File: src/rtl/inst_fetch_unit.sv
// Instruction fetch unit: owns the PC, addresses the async instruction memory and
// presents one registered {pc, instr} entry to decode over a valid/ready handshake.
module inst_fetch_unit #(
    parameter logic [31:0] RESET_PC = 32'h0000_0000,
    parameter int          ADDR_W   = 8
) (
    input  logic              clk,
    input  logic              rst,
    input  logic              stall,
    input  logic              redirect_valid,
    input  logic [31:0]       redirect_pc,
    output logic [ADDR_W-1:0] imem_addr,
    input  logic [31:0]       imem_data,
    output logic              if_valid,
    input  logic              if_ready,
    output logic [31:0]       if_pc,
    output logic [31:0]       if_instr,
    output logic              misalign_err,
    output logic [31:0]       fetch_count
);

    logic [31:0] r_pc;
    logic [31:0] r_if_pc;
    logic [31:0] r_if_instr;
    logic [31:0] r_fetch_count;
    logic        r_if_valid;
    logic        r_misalign_err;

    logic        w_accept;
    logic        w_fetch;

    // The output entry can take a new word when empty or when decode drains it this cycle.
    assign w_accept = ~r_if_valid | if_ready;
    assign w_fetch  = w_accept & ~stall & ~redirect_valid;

    assign imem_addr    = r_pc[ADDR_W+1:2];
    assign if_valid     = r_if_valid;
    assign if_pc        = r_if_pc;
    assign if_instr     = r_if_instr;
    assign misalign_err = r_misalign_err;
    assign fetch_count  = r_fetch_count;

    always_ff @(posedge clk) begin
        if (rst) begin
            r_pc           <= RESET_PC;
            r_if_valid     <= 1'b0;
            r_if_pc        <= 32'd0;
            r_if_instr     <= 32'd0;
            r_misalign_err <= 1'b0;
            r_fetch_count  <= 32'd0;
        end else begin
            // NOTE: non-blocking assignments, so every branch below sees pre-edge state.
            if (r_if_valid && if_ready) begin
                r_fetch_count <= r_fetch_count + 32'd1;
            end

            if (redirect_valid) begin
                // A handshake in the same cycle still counts, but the entry is flushed.
                r_pc           <= {redirect_pc[31:2], 2'b00};
                r_if_valid     <= 1'b0;
                r_misalign_err <= r_misalign_err | (redirect_pc[1:0] != 2'b00);
            end else if (w_fetch) begin
                r_if_pc    <= r_pc;
                r_if_instr <= imem_data;
                r_if_valid <= 1'b1;
                r_pc       <= r_pc + 32'd4;
            end else if (stall && r_if_valid && if_ready) begin
                r_if_valid <= 1'b0;
            end
        end
    end

endmodule
File: config.mk
export PLATFORM = sky130hd
export DESIGN_NAME = inst_fetch_unit
export DESIGN_NICKNAME = d
export VERILOG_FILES = /design/src/rtl/inst_fetch_unit.sv
export SDC_FILE = /design/constraint.sdc
export NUM_CORES = 1
export LEC_CHECK = 0
export CORE_UTILIZATION = 46
export DETAILED_ROUTE_END_ITERATION = 8
export PLACE_DENSITY = 0.8
export SETUP_SLACK_MARGIN = 0.02
export SLEW_MARGIN = 20
export SYNTH_ARGS = -nofsm -noshare
export SYNTH_HDL_FRONTEND = slang
export SYNTH_SLANG_ARGS = --single-unit
File: constraint.sdc
create_clock -name clk -period 2.9 [get_ports clk]
set_clock_uncertainty 0.1 [all_clocks]
set_input_delay 0.87 -clock clk [delete_from_list [all_inputs] [get_ports clk]]
set_output_delay 0.87 -clock clk [all_outputs]
set_load 0.01 [all_outputs]
==> results of run 1 <==
[worst paths after layout]
| check | endpoint | start | slack, ns | cells past startpoint |
|---|---|---|---|---|
| max | r_pc[11]$_SDFFE_PP0P_ | if_ready | 0.44 | 6 |
| min reg2reg | if_instr[20]$_SDFFE_PP0P_ | if_instr[20]$_SDFFE_PP0P_ | 0.35 | 2 |
| min | if_instr[20]$_SDFFE_PP0P_ | if_instr[20]$_SDFFE_PP0P_ | 0.35 | 2 |
| max reg2reg | fetch_count[23]$_SDFFE_PP0P_ | fetch_count[4]$_SDFFE_PP0P_ | 0.67 | 5 |
[power by group]
| group | leakage, nW | internal [mW] | switching (mW) | total (mW) |
|---|---|---|---|---|
| Sequential | 1.03 | 1.80 | 0.0587 | 1.86 |
| Clock | 0.272 | 1.16 | 0.725 | 1.89 |
| Combinational | 1.44 | 0.225 | 0.185 | 0.410 |
| Total | 2.74 | 3.19 | 0.969 | 4.16 |
[flip-flops by register name (all words and copies together) (netlist names)]
name / flops
r_pc: 30
if_pc: 30
fetch_count: 32
if_instr: 32
misalign_err: 1
if_valid: 1
[kinds of logic (layout without fill, tap and decap cells)]
group | after synthesis | count (layout) | synth area share, %
AND/OR/NAND/NOR | 316 | 316 | 27.9
AO/OA/AOI/OAI | 101 | 101 | 10.6
flip-flops | 126 | 126 | 46.5
other | 1 | 2 | 0.0691
adder cells (fa/ha/maj) | 2 | 2 | 0.461
buffers and inverters | 60 | 232 | 5.05
XOR/XNOR | 57 | 57 | 9.20
multiplexers | 1 | 1 | 0.184
[synthesized netlist by cell type (2+ instances only)]
| cell | number |
|---|---|
| nand2_1 | 150 |
| dfxtp_1 | 126 |
| a21oi_1 | 70 |
| nor2_1 | 61 |
| clkbuf_1 | 36 |
| xor2_1 | 29 |
| xnor2_1 | 28 |
| a211oi_1 | 25 |
| nand4_1 | 24 |
| nand3_1 | 23 |
| nor3_1 | 13 |
| buf_4 | 10 |
| inv_1 | 8 |
| nor4_1 | 7 |
| and4_1 | 6 |
| nor4_2 | 6 |
| and3_1 | 5 |
| nor4b_1 | 4 |
| o21ai_0 | 4 |
| buf_2 | 3 |
| nor2b_1 | 3 |
| and2_1 | 2 |
| buf_1 | 2 |
| ha_1 | 2 |
| nand4_2 | 2 |
| nor3_2 | 2 |
| or3_1 | 2 |
[layout make-up]
type | count | share of cell area (%)
clock buffer | 23 | 6.23
timing repair buffer | 193 | 24.6
multi-input combinational | 479 | 33.8
inverter | 8 | 0.384
tap | 143 | 2.29
clock inverter | 8 | 0.511
sequential | 126 | 32.2
[per-layer routing]
layer	routed length, µm	up-vias	track usage (%)	part of all wire (%)
met2	7160	180	41.3	49
met5	0	-	0	0
met3	807	28	7.14	5.6
met4	289	0	9.78	2.0
met1	6260	2465	29.1	43
li1	-	2577	-	-
[worst max-delay path: stages]
cell	delay (ns)
clkdlybuf4s50_1	0.57
nor2b_1	0.12
or3_4	0.41
nor4_1	0.36
xnor2_1	0.11
a211oi_1	0.23
[cell usage in the layout, fill, tap and decap left out, drive strengths merged, types with 22 or more instances in the layout]
master	instances
clkdlybuf4s50	171
nand2	150
dfxtp	126
a21oi	70
nor2	61
xor2	29
xnor2	28
nand4	26
a211oi	25
nand3	23
clkbuf	23
buf	22
==> reports/metrics.yaml, run 1 <==
crit_required_ns: 3.13
synth_largest_area_cell: "dfxtp_1"
routedWlPerCell_um: 14.8
yosysSeqAreaShare_pct: 46.5
numCtsBuffers: 17
syn2layout_area_growth_pct: 44.2
synth_seq_cells: 126
layout_min_cycle_time_ns: 2.46
final_hold_viol_count: 0
cts_resized: 0
coreArea_mm2: 0.0115
fmax_mhz: 406
yosysUniqueCellTypes: 38
gp_congestion: 0.854
maxSlewHeadroom_pct: 53.5
cts_sinks: 126
stdcell_area_mm2: 0.00783
nFillCells: 902
worstPathMaxFanout: 6
ys_warn_count: 0
fin_total_pwr_mw: 4.16
start_kind: "input port"
grt_max_degree: 47
vias: 5250
power_density_mw_per_mm2: 531
synth-edff-count: 0
worst_slack_ns: 0.439
path_clk_slew_ns: 0.05
postSynth.asyncResetShare_pct: 0
dp_hpwl_mm: 10.3
h-tree-depth: 4
finalNetCount: 896
synthTopCellsByArea: "dfxtp_1 (46%), nand2_1 (10%), a21oi_1 (6.5%)"
die_height_um: 111
totalWireLength_mm: 14.5
seq_area_mm2: 0.00252
setup_viol: 0
worst_pin_slew_ns: 0.694
dominantRegCellSynth: "dfxtp_1"
num_rows: 39
p_leak_nw: 2.74
place_area_mm2: 0.00730
num_antenna_cells: 0
drt_iter0_markers: 415
via_per_inst: 5.36
cts_tree: "built"
syn_area_mm2: 0.00543
setup.worst_path.class: "in -> reg"
post-cts-setup-buffer-count: 0
fin_hold_ws_ns: 0.352
numPortBuffers: 172
fin_util_pct: 68.3
drive_gt1_share_pct: 8.00
setup-tns-final_ns: 0
pre_cts_ws_ns: 0.0124
avgSynthCellArea_um2: 8.17
instances_no_fill: 980
dp.cells: 949
drt_pass1_iterations: 5
synth_top_area_share_pct: 46.5
slew_violations: 0
max_cap_viol_count: 0
netlist_instances: 664
ir_drop_v: 0.000396
min_path_type: "reg -> reg"
ant_nets: 0
insertion_delay_ns: 0.41
drcViolationCount: 0
cts_hold_buf: 0
start_util_pct: 47.3
die-area_mm2: 0.0122
ios: 175
fin_crit_sh_pct: 84.9
grt_use_total_pct: 24.5
grt_pass1_vias: 5084
critPathCaptureType: "flip-flop"
clockBufferDepth: 2
grt_pass1_wl_mm: 24.3
cts_root_buf: "clkbuf_16"
dieWidth_um: 111
critical_path_arrival_ns: 2.69
rsz0062_at_grt: "false"
antenna_found_initial: 0
outcome: "complete, no violations"
multi_input_area_mm2: 0.00264
grt_overflow_total: 0
Power figures use the tool's default switching activity.
==> run 2, diff against run 1 <==
==> constraint.sdc (replaced) <==
create_clock -name clk -period 2.46 [get_ports clk]
set_clock_uncertainty 0.1 [all_clocks]
set_input_delay 0.738 -clock clk [delete_from_list [all_inputs] [get_ports clk]]
set_output_delay 0.738 -clock clk [all_outputs]
set_load 0.01 [all_outputs]
==> run 2 against run 1 <==
Combinational power rose by 19%. Utilization rose by 1.2 points. Die area did not move. Final cell count rose by 0.51%. Worst setup slack got worse by 0.31 ns. Sequential power rose by 18%.
==> reports/metrics.yaml, run 2 (synthesized netlist as in run 1, its figures left out) <==
cts_sinks: 126
mostFrequentLayoutCells: "clkdlybuf4s50_1 (171), nand2_1 (149), dfxtp_1 (126)"
num_rows: 39
gp_congestion: 0.864
cts_resized: 0
setup_viol: 0
outcome: "complete, no violations"
ant_nets: 0
regToRegSetupSlack_ns: 0.34
clockBufferDepth: 2
fin_total_pwr_mw: 5.20
layout_min_cycle_time_ns: 2.33
grt_pass1_wl_mm: 24.4
numCtsBuffers: 17
instances_no_fill: 985
h-tree-depth: 4
num_antenna_cells: 0
grt_pass1_vias: 5126
routedWlPerCell_um: 14.8
rr_worst_depth: 5
cp_num_cells: 6
numPortBuffers: 172
stdcell_area_mm2: 0.00796
ios: 175
insertion_delay_ns: 0.41
crit_required_ns: 2.69
fin_util_pct: 69.4
path_clk_slew_ns: 0.05
antenna_found_initial: 0
slowest_delay_ns: 0.57
pre_cts_ws_ns: -0.305
setup.worst_path.class: "in -> reg"
fin_hold_ws_ns: 0.352
grt_overflow_total: 0
totalWireLength_mm: 14.6
final_hold_viol_count: 0
critPathCaptureType: "flip-flop"
dieWidth_um: 111
path_buf_inv: 1
vias: 5241
p_leak_nw: 2.80
drt_iter0_markers: 296
cts_root_buf: "clkbuf_16"
grt_use_total_pct: 24.5
power_density_mw_per_mm2: 653
worstPathMaxFanout: 6
seq_area_mm2: 0.00252
min_path_cells: 2
via_per_inst: 5.32
fin_crit_sh_pct: 94.8
ir_drop_v: 0.000433
rsz0062_at_grt: "false"
drt_pass1_iterations: 5
coreArea_mm2: 0.0115
crit_chain: "clkdlybuf4s50_1, nor2b_1, or3_4, nor4_1, xnor2_1, a211oi_1"
slew_violations: 0
cts_hold_buf: 0
grt_max_degree: 55
dp.cells: 953
start_util_pct: 47.3
place_area_mm2: 0.00736
worst_slack_ns: 0.127
fmax_mhz: 429
multi_input_area_mm2: 0.00264
syn2layout_area_growth_pct: 46.7
drive_gt1_share_pct: 8.43
cts_tree: "built"
finalNetCount: 900
crit_slowest_cell: "clkdlybuf4s50_1"
drcViolationCount: 0
nFillCells: 908
min_path_type: "reg -> reg"
worst_pin_slew_ns: 0.529
start_kind: "input port"
setup-tns-final_ns: 0
maxSlewHeadroom_pct: 64.4
final_common_cell: "clkdlybuf4s50_1"
crit_family: "simple AND/OR/NAND/NOR gates"
max_cap_viol_count: 0
die-area_mm2: 0.0122
die_height_um: 111
critical_path_arrival_ns: 2.56
dp_hpwl_mm: 10.2
post-cts-setup-buffer-count: 0
run 2: final cells by class:
cell class / instances / area share (%)
clock buffers: 27 / 6.69
clock inverters: 5 / 0.943
inverters: 8 / 0.377
multi-input cells: 479 / 33.2
flip-flops and latches: 126 / 31.7
well taps: 143 / 2.25
repair buffers: 197 / 24.9
run 2: tightest hold or removal path, cell delays in order, from the launching register on:
cell,delay (ns)
dfxtp_1,0.30
nand2_1,0.05
a21oi_1,0.05
run 2: worst paths after layout:
kind	start	end
max	if_ready	r_pc[16]$_SDFFE_PP0P_
min	if_instr[5]$_SDFFE_PP0P_	if_instr[5]$_SDFFE_PP0P_
max reg2reg	fetch_count[11]$_SDFFE_PP0P_	fetch_count[30]$_SDFFE_PP0P_
min reg2reg	if_instr[5]$_SDFFE_PP0P_	if_instr[5]$_SDFFE_PP0P_
run 2: power by group:
group | total, mW | internal [mW] | switching, mW
clock network | 2.53 | 1.68 | 0.850
logic | 0.487 | 0.269 | 0.218
registers | 2.19 | 2.12 | 0.0697
total | 5.20 | 4.06 | 1.14
run 2: per-layer routing:
| metal | track usage [%] | wire length [µm] | up-vias |
|---|---|---|---|
| li1 | - | - | 2578 |
| met5 | 0 | 0 | - |
| met4 | 9.07 | 318 | 0 |
| met2 | 42.2 | 7340 | 155 |
| met1 | 29.0 | 6280 | 2479 |
| met3 | 6.64 | 636 | 29 |
